`src/rtl/mm_seq_pkg.sv`:
```
// mm_seq_pkg: shared definitions for the MM tile sequencer.
//   - FSM state encoding (legacy localparam constants, 3 bits)
//   - DRAIN_LAT: MM result latency after the last feature beat for the default
//     6-row array, plus the helper that derives it for other array heights.
// Optional feature macro used by files importing this package: MM_SEQ_PERF_EN.
package mm_seq_pkg;

  localparam logic [2:0] StIdle  = 3'd0;
  localparam logic [2:0] StWFlag = 3'd1;
  localparam logic [2:0] StWLoad = 3'd2;
  localparam logic [2:0] StWSet  = 3'd3;
  localparam logic [2:0] StXStrm = 3'd4;
  localparam logic [2:0] StDrain = 3'd5;

  localparam int unsigned ARRAY_M_DEFAULT = 6;

  // Result of the last row leaves the array after it crosses all rows twice
  // (skew in, skew out) plus the output register.
  function automatic int unsigned drain_lat(input int unsigned m);
    return 2 * m + 1;
  endfunction

  localparam int unsigned DRAIN_LAT = drain_lat(ARRAY_M_DEFAULT);

endpackage

```
`src/rtl/mm_seq_perf_cnt.sv`:
```
// mm_seq_perf_cnt: pair of saturating 32-bit event counters.
// Only instantiated by mm_tile_sequencer when MM_SEQ_PERF_EN is defined.
// Ports:
//   clk, rst       clock, asynchronous active-high reset
//   clr            synchronous clear of both counters (priority over increments)
//   inc_a, inc_b   increment enables
//   cnt_a, cnt_b   counter values, stick at all ones
module mm_seq_perf_cnt (
  input  logic        clk,
  input  logic        rst,
  input  logic        clr,
  input  logic        inc_a,
  input  logic        inc_b,
  output logic [31:0] cnt_a,
  output logic [31:0] cnt_b
);

  logic [31:0] cnt_a_q, cnt_b_q;

  always_ff @(posedge clk or posedge rst) begin
    if (rst) begin
      cnt_a_q <= '0;
      cnt_b_q <= '0;
    end else if (clr) begin
      cnt_a_q <= '0;
      cnt_b_q <= '0;
    end else begin
      if (inc_a && (cnt_a_q != '1)) cnt_a_q <= cnt_a_q + 32'd1;
      if (inc_b && (cnt_b_q != '1)) cnt_b_q <= cnt_b_q + 32'd1;
    end
  end

  assign cnt_a = cnt_a_q;
  assign cnt_b = cnt_b_q;

endmodule

```
`src/rtl/mm_tile_sequencer.sv`:
```
// mm_tile_sequencer: steps the MM systolic-array wrapper through weight-load,
// feature-stream and drain phases for cfg_tiles tiles of cfg_rows rows each.
// Optional feature: MM_SEQ_PERF_EN adds perf_cycles / perf_stalls outputs.
// Ports:
//   clk, rst                 clock, asynchronous active-high reset
//   start, cfg_rows/tiles    job launch; cfg latched on accepted start
//   busy, done, tile_idx     job status (done is a 1-cycle pulse)
//   w_t*, x_t*               weight / feature valid-ready streams in
//   mm_*  (out)              weight-phase flag, data, valid, last to the MM
//   mm_set_w, mm_out_last    MM handshakes: weights latched, tile result done
//   perf_cycles/stalls       busy cycles / stream stall cycles (MM_SEQ_PERF_EN)
module mm_tile_sequencer
  import mm_seq_pkg::*;
#(
  parameter int unsigned ARRAY_M    = 6,
  parameter int unsigned DATA_WIDTH = 8,
  parameter int unsigned ROW_W      = 16,
  parameter int unsigned TILE_W     = 8
) (
  input  logic                          clk,
  input  logic                          rst,
  input  logic                          start,
  input  logic [ROW_W-1:0]              cfg_rows,
  input  logic [TILE_W-1:0]             cfg_tiles,
  output logic                          busy,
  output logic                          done,
  output logic [TILE_W-1:0]             tile_idx,
`ifdef MM_SEQ_PERF_EN
  output logic [31:0]                   perf_cycles,
  output logic [31:0]                   perf_stalls,
`endif
  input  logic [ARRAY_M*DATA_WIDTH-1:0] w_tdata,
  input  logic                          w_tvalid,
  output logic                          w_tready,
  input  logic [ARRAY_M*DATA_WIDTH-1:0] x_tdata,
  input  logic                          x_tvalid,
  output logic                          x_tready,
  output logic                          mm_wdata_flag_up,
  output logic [ARRAY_M*DATA_WIDTH-1:0] mm_in_data,
  output logic                          mm_in_data_valid,
  output logic                          mm_in_last,
  input  logic                          mm_set_w,
  input  logic                          mm_out_last
);

  localparam logic [ROW_W-1:0] WLastBeat = ROW_W'(ARRAY_M - 1);

  logic [2:0]        state_q, state_d;
  logic [ROW_W-1:0]  rows_q, rows_d;
  logic [TILE_W-1:0] tiles_q, tiles_d;
  logic [ROW_W-1:0]  cnt_q, cnt_d;    // beats accepted in the current phase
  logic [TILE_W-1:0] tile_q, tile_d;
  logic              done_q, done_d;

  always_ff @(posedge clk or posedge rst) begin
    if (rst) begin
      state_q <= StIdle;
      rows_q  <= '0;
      tiles_q <= '0;
      cnt_q   <= '0;
      tile_q  <= '0;
      done_q  <= 1'b0;
    end else begin
      state_q <= state_d;
      rows_q  <= rows_d;
      tiles_q <= tiles_d;
      cnt_q   <= cnt_d;
      tile_q  <= tile_d;
      done_q  <= done_d;
    end
  end

  always_comb begin
    state_d          = state_q;
    rows_d           = rows_q;
    tiles_d          = tiles_q;
    cnt_d            = cnt_q;
    tile_d           = tile_q;
    done_d           = 1'b0;
    w_tready         = 1'b0;
    x_tready         = 1'b0;
    mm_wdata_flag_up = 1'b0;
    mm_in_data       = '0;
    mm_in_data_valid = 1'b0;
    mm_in_last       = 1'b0;

    case (state_q)
      StIdle: begin
        if (start) begin
          rows_d  = cfg_rows;
          tiles_d = cfg_tiles;
          cnt_d   = '0;
          tile_d  = '0;
          // Empty job: report completion without touching the MM.
          if ((cfg_rows == '0) || (cfg_tiles == '0)) done_d  = 1'b1;
          else                                       state_d = StWFlag;
        end
      end
      StWFlag: begin
        mm_wdata_flag_up = 1'b1;
        state_d          = StWLoad;
      end
      StWLoad: begin
        w_tready         = 1'b1;
        mm_in_data_valid = w_tvalid;
        if (w_tvalid) begin
          mm_in_data = w_tdata;
          if (cnt_q == WLastBeat) begin
            mm_in_last = 1'b1;
            cnt_d      = '0;
            state_d    = StWSet;
          end else begin
            cnt_d = cnt_q + ROW_W'(1);
          end
        end
      end
      StWSet: begin
        if (mm_set_w) state_d = StXStrm;
      end
      StXStrm: begin
        x_tready         = 1'b1;
        mm_in_data_valid = x_tvalid;
        if (x_tvalid) begin
          mm_in_data = x_tdata;
          // rows_q >= 1 here, so the subtraction cannot wrap.
          if (cnt_q == (rows_q - ROW_W'(1))) begin
            mm_in_last = 1'b1;
            cnt_d      = '0;
            state_d    = StDrain;
          end else begin
            cnt_d = cnt_q + ROW_W'(1);
          end
        end
      end
      StDrain: begin
        if (mm_out_last) begin
          if (tile_q == (tiles_q - TILE_W'(1))) begin
            done_d  = 1'b1;
            state_d = StIdle;
          end else begin
            tile_d  = tile_q + TILE_W'(1);
            state_d = StWFlag;
          end
        end
      end
      default: state_d = StIdle;
    endcase
  end

  assign busy     = (state_q != StIdle);
  assign done     = done_q;
  assign tile_idx = tile_q;

`ifdef MM_SEQ_PERF_EN
  logic start_acc;
  logic stall_cycle;

  assign start_acc   = (state_q == StIdle) && start;
  assign stall_cycle = ((state_q == StWLoad) && !w_tvalid) ||
                       ((state_q == StXStrm) && !x_tvalid);

  mm_seq_perf_cnt u_perf (
    .clk   (clk),
    .rst   (rst),
    .clr   (start_acc),
    .inc_a (busy),
    .inc_b (stall_cycle),
    .cnt_a (perf_cycles),
    .cnt_b (perf_stalls)
  );
`endif

endmodule

```
`config.mk`:
```
export PLATFORM = sky130hd
export DESIGN_NAME = mm_tile_sequencer
export DESIGN_NICKNAME = d
export VERILOG_FILES = /design/src/rtl/mm_seq_pkg.sv /design/src/rtl/mm_seq_perf_cnt.sv /design/src/rtl/mm_tile_sequencer.sv
export SDC_FILE = /design/constraint.sdc
export NUM_CORES = 1
export LEC_CHECK = 0
export BUFFER_PORTS_ARGS = -buffer_cell sky130_fd_sc_hd__buf_2
export CAP_MARGIN = 20
export CORE_MARGIN = 1.5
export CORE_UTILIZATION = 30
export DETAILED_ROUTE_END_ITERATION = 16
export PLACE_DENSITY = 0.64
export SYNTH_ARGS = -nofsm -noshare
export SYNTH_HDL_FRONTEND = slang
export SYNTH_SLANG_ARGS = --single-unit
```
`constraint.sdc`:
```
create_clock -name clk -period 2.57 [get_ports clk]
set_input_delay 0.3855 -clock clk [delete_from_list [all_inputs] [get_ports clk]]
set_output_delay 0.3855 -clock clk [all_outputs]
set_load 0.02 [all_outputs]
```
==> results.md <==
- The final global-route overflow total is 0.
- In the routed design, unresolved DRC markers number 0.
- The critical setup path kind is reg2out.
- The slowest stage cell on the critical path is or4_4.
- The part of the cycle the worst path needs is 111%.
- The maximum VDD drop is 0.473 mV.
- The family of cells with the greatest summed delay on the critical path is simple AND/OR/NAND/NOR gates.
- The hold violation count in the final report is 0.
- The count of state elements after synthesis is 52.
- The tool flagged a number of max-cap violations equal to 0.
- Synthesis produced a netlist with a net count of 594.
- The total placed cells including tap cells is about 830.
- The clock reaches the later pin of the worst-skew pair after 290 ps.
- The TritonCTS buffer count is 5.
- At the end of routability-driven placement, the weighted congestion stood at 0.846.
- The number of distinct standard cells referenced by the synthesized netlist is 53.
- In this run, post-CTS hold repair placed 0 buffers.
- Based on the critical path, the design can be clocked at up to 0.351 GHz.
- The maximum buffer depth of the clock tree is 2.
- The first-pass GRT wire length is roughly 19,000 um.
- The die is approximately 120 um wide.
- The count of nets left with antenna violations after detail routing is 0.
- The core outline area is around 13,000 sq um.
- The async set or reset register ratio after synthesis is 100%.
- Hold is met by 169 ps.
- Setup violations remaining at the end of the flow were counted as 7.
- Setup repair after global routing could not meet its margin everywhere.
- The floorplan step defined a die boundary enclosing 13,400 sq um.
- The total design power is 4900 uW.
- The I/O pin count is 190.
- Walking the worst path, the cells encountered are inv_2 -> ha_4 -> o21ba_1 -> a221oi_2 -> a41oi_1 -> or4_4 -> nor4_4 -> nand3_1 -> o21ai_2 -> buf_6.
- By count the netlist is led by nand2_1 (82), a22o_1 (53), dfrtp_1 (52).
- The number of buffer and inverter stages on the critical path is 2.
- The worst setup path is launched from a register.
- After legalization and detailed placement, the total HPWL measured 9650 um.
- The final reports fail on setup timing.
- In this run the core area contains 41 standard-cell rows.
- The required time of the critical path is 2180 ps.
- The number of antenna diodes in the final layout is 0.
- The number of optimization iterations in the first detailed-route pass is 4.
- The worst setup path is captured at a primary output.
- The largest fanout on the critical path is 4.
- The flow ran to the end, but the final reports show violations.
- In this run the clock root is driven by a clkbuf_16.
- Entering global routing, the biggest net connects 50 pins.
- In the synthesized netlist the dominant register cell turns out to be dfrtp_1.
- Compared with the post-synthesis result, the final layout area differs by 45.3%.
- After detailed routing, the average wire length per cell comes to around 15 um.
- The number of standard cells in the final layout excluding fillers is 846.
- The power density normalized to cell area is 883 nW/um^2.
- The number of enable-type register cells in the synthesized netlist is 0.
- Adding up every negative setup slack in the final design gives -470 ps.
- The combined global-route utilization of all metal layers is 17.5%.
- The effective utilization at floorplan is 30.5%.
- The register area share after synthesis is 34.1%.
- The library cell with the highest instance count after synthesis is nand2_1.
- The detailed router placed 4,434 vias in this run.
- The via count of the first global-routing pass was 3,980.
- The final count of pins violating max slew came to 0.
- The number of antenna violations at the first check in global routing is 0.
- Sorting the synthesized cells by area gives the leading types as dfrtp_1 (34%), a22o_1 (12%), nand2_1 (8.1%), xor2_1 (4.6%), xnor2_1 (3.0%).
- The cell taking the most area after synthesis is dfrtp_1.
- The synthesized area is between 3000 and 4000 sq um.
- The post-detailed-route via-to-cell ratio is 5.24.
- The Yosys step of the flow raised 0 warnings.
- The final core utilization is 44.3%.
- The H-tree depth is 2.
- The clock sink count is 52.
- The layout cell share with drive strength beyond 1 is 40.9%.
- After the first detailed-routing iteration, the DRC count stood at 181.
- The total of buffers placed on input and output ports is 189.
- TritonCTS built the clock tree.
- The slew at the pin closest to its max-slew limit is 620 ps.
- The worst hold-check path type is in2async.
- The average instance area after synthesis is 8.27 sq um.
- After clock tree synthesis, the clock-pin slew on the worst setup and hold paths is 70 ps.
- Across the routed clock network, the largest skew measured is 11.6 ps.
- Of the post-synthesis cell area, the dominant cell type holds 34.1%.
- The data arrival time of the worst path is 2470 ps.
- In this design, the stage delay of the slowest critical-path cell is 520 ps.
- The layout net count is between 800 and 900.
- The wire length reported by the detailed router is 12,600 um.
- After technology mapping, the gate count stands at 462.
- The vertical die dimension is 116 um.
- For this design the static power due to leakage is 0.00281 uW.
- After layout, the minimum clock period comes to 2850 ps.
- The smallest setup slack after layout is -282 ps.
- The headroom to the max-slew limit is 58.6%.
## layer usage
metal / track usage (%) / share of wire (%) / wire length (um) / vias up
met3: 2.62 / 4.8 / 597 / 12
met5: 0 / 0 / 0 / -
met1: 24.0 / 45 / 5600 / 2163
met4: 3.90 / 0.99 / 124 / 0
li1: - / - / - / 2120
met2: 29.3 / 50 / 6230 / 139
## sequential cells by signal (all words and copies together) (netlist names)
name,flops
done,1
cnt_q,16
tile_idx,8
rows_q,16
state_q,3
tiles_q,8
## power by group
part,internal (uW),leakage [uW],total [uW],switching [uW]
Combinational,1290,0.00206,2930,1640
Sequential,1040,0.000683,1300,263
Clock,363,0.0000702,675,311
Total,2690,0.00281,4900,2210
## through the flow
step                area (sq um)  setup WS [ps]
finish                      5550           -282
floorplan                   3890          -12.4
detailed placement          5220           -110
global route                5550           -431
CTS                         5390           -357
global placement            5220          -48.8
## worst reg2reg max path, stage by stage (launching register included)
cell	delay, ps
dfrtp_1	370
inv_2	60
ha_4	170
o21ba_1	180
a221oi_2	240
a41oi_1	70
or4_4	520
nor4_4	190
buf_4	180
a21oi_4	90
clkbuf_16	190
mux2_2	250
## area by class of cell
| cell class | count | area, sq um |
|---|---|---|
| Clock inverter | 3 | 21.3 |
| Tap cell | 172 | 215 |
| Sequential cell | 52 | 1300 |
| Multi-Input combinational cell | 369 | 2490 |
| Inverter | 12 | 45.0 |
| Timing Repair Buffer | 233 | 1350 |
| Clock buffer | 5 | 125 |
| Fill cell | 1270 | 6970 |
## repair_timing
| item | in CTS | in global routing |
|---|---|---|
| resized for setup | 7 | 18 |
| setup buffers | 0 | 3 |
| cloned | 0 | 3 |
| setup endpoints to repair | 6 | 37 |
| pin swaps | 0 | 20 |
## layout by cell type (no fill, tap or decap), drive strengths merged, types with 14 or more instances in the layout
master  count
a21oi      16
a22o       53
a31oi      17
buf       231
dfrtp      52
nand2      82
nand3      14
nor2       25
nor3       14
o21ai      22
xor2       20
## path summary, 6_finish.rpt
path / end / cells after the start / from / slack [ps]
max: mm_in_last / 10 / rows_q[0] / -280
min: rows_q[11] / 2 / rst / 170
max reg2reg: cnt_q[0] / 11 / rows_q[0] / -40
min reg2reg: tiles_q[7] / 2 / tiles_q[7] / 510
max in group asynchronous: rows_q[2] / 3 / rst / 1760
min in group clk: rows_q[11] / 3 / cfg_rows[11] / 300
## cell families after synthesis
logic type	Yosys count	share of synthesized area [%]
AND/OR/NAND/NOR	198	26.3
AO/OA/AOI/OAI	131	25.2
flip-flops	52	34.1
adder cells (fa/ha/maj)	5	1.64
XOR/XNOR	33	7.56
buffers and inverters	41	4.62
multiplexers	2	0.557
Note: power is estimated with default switching activity, not from simulation.
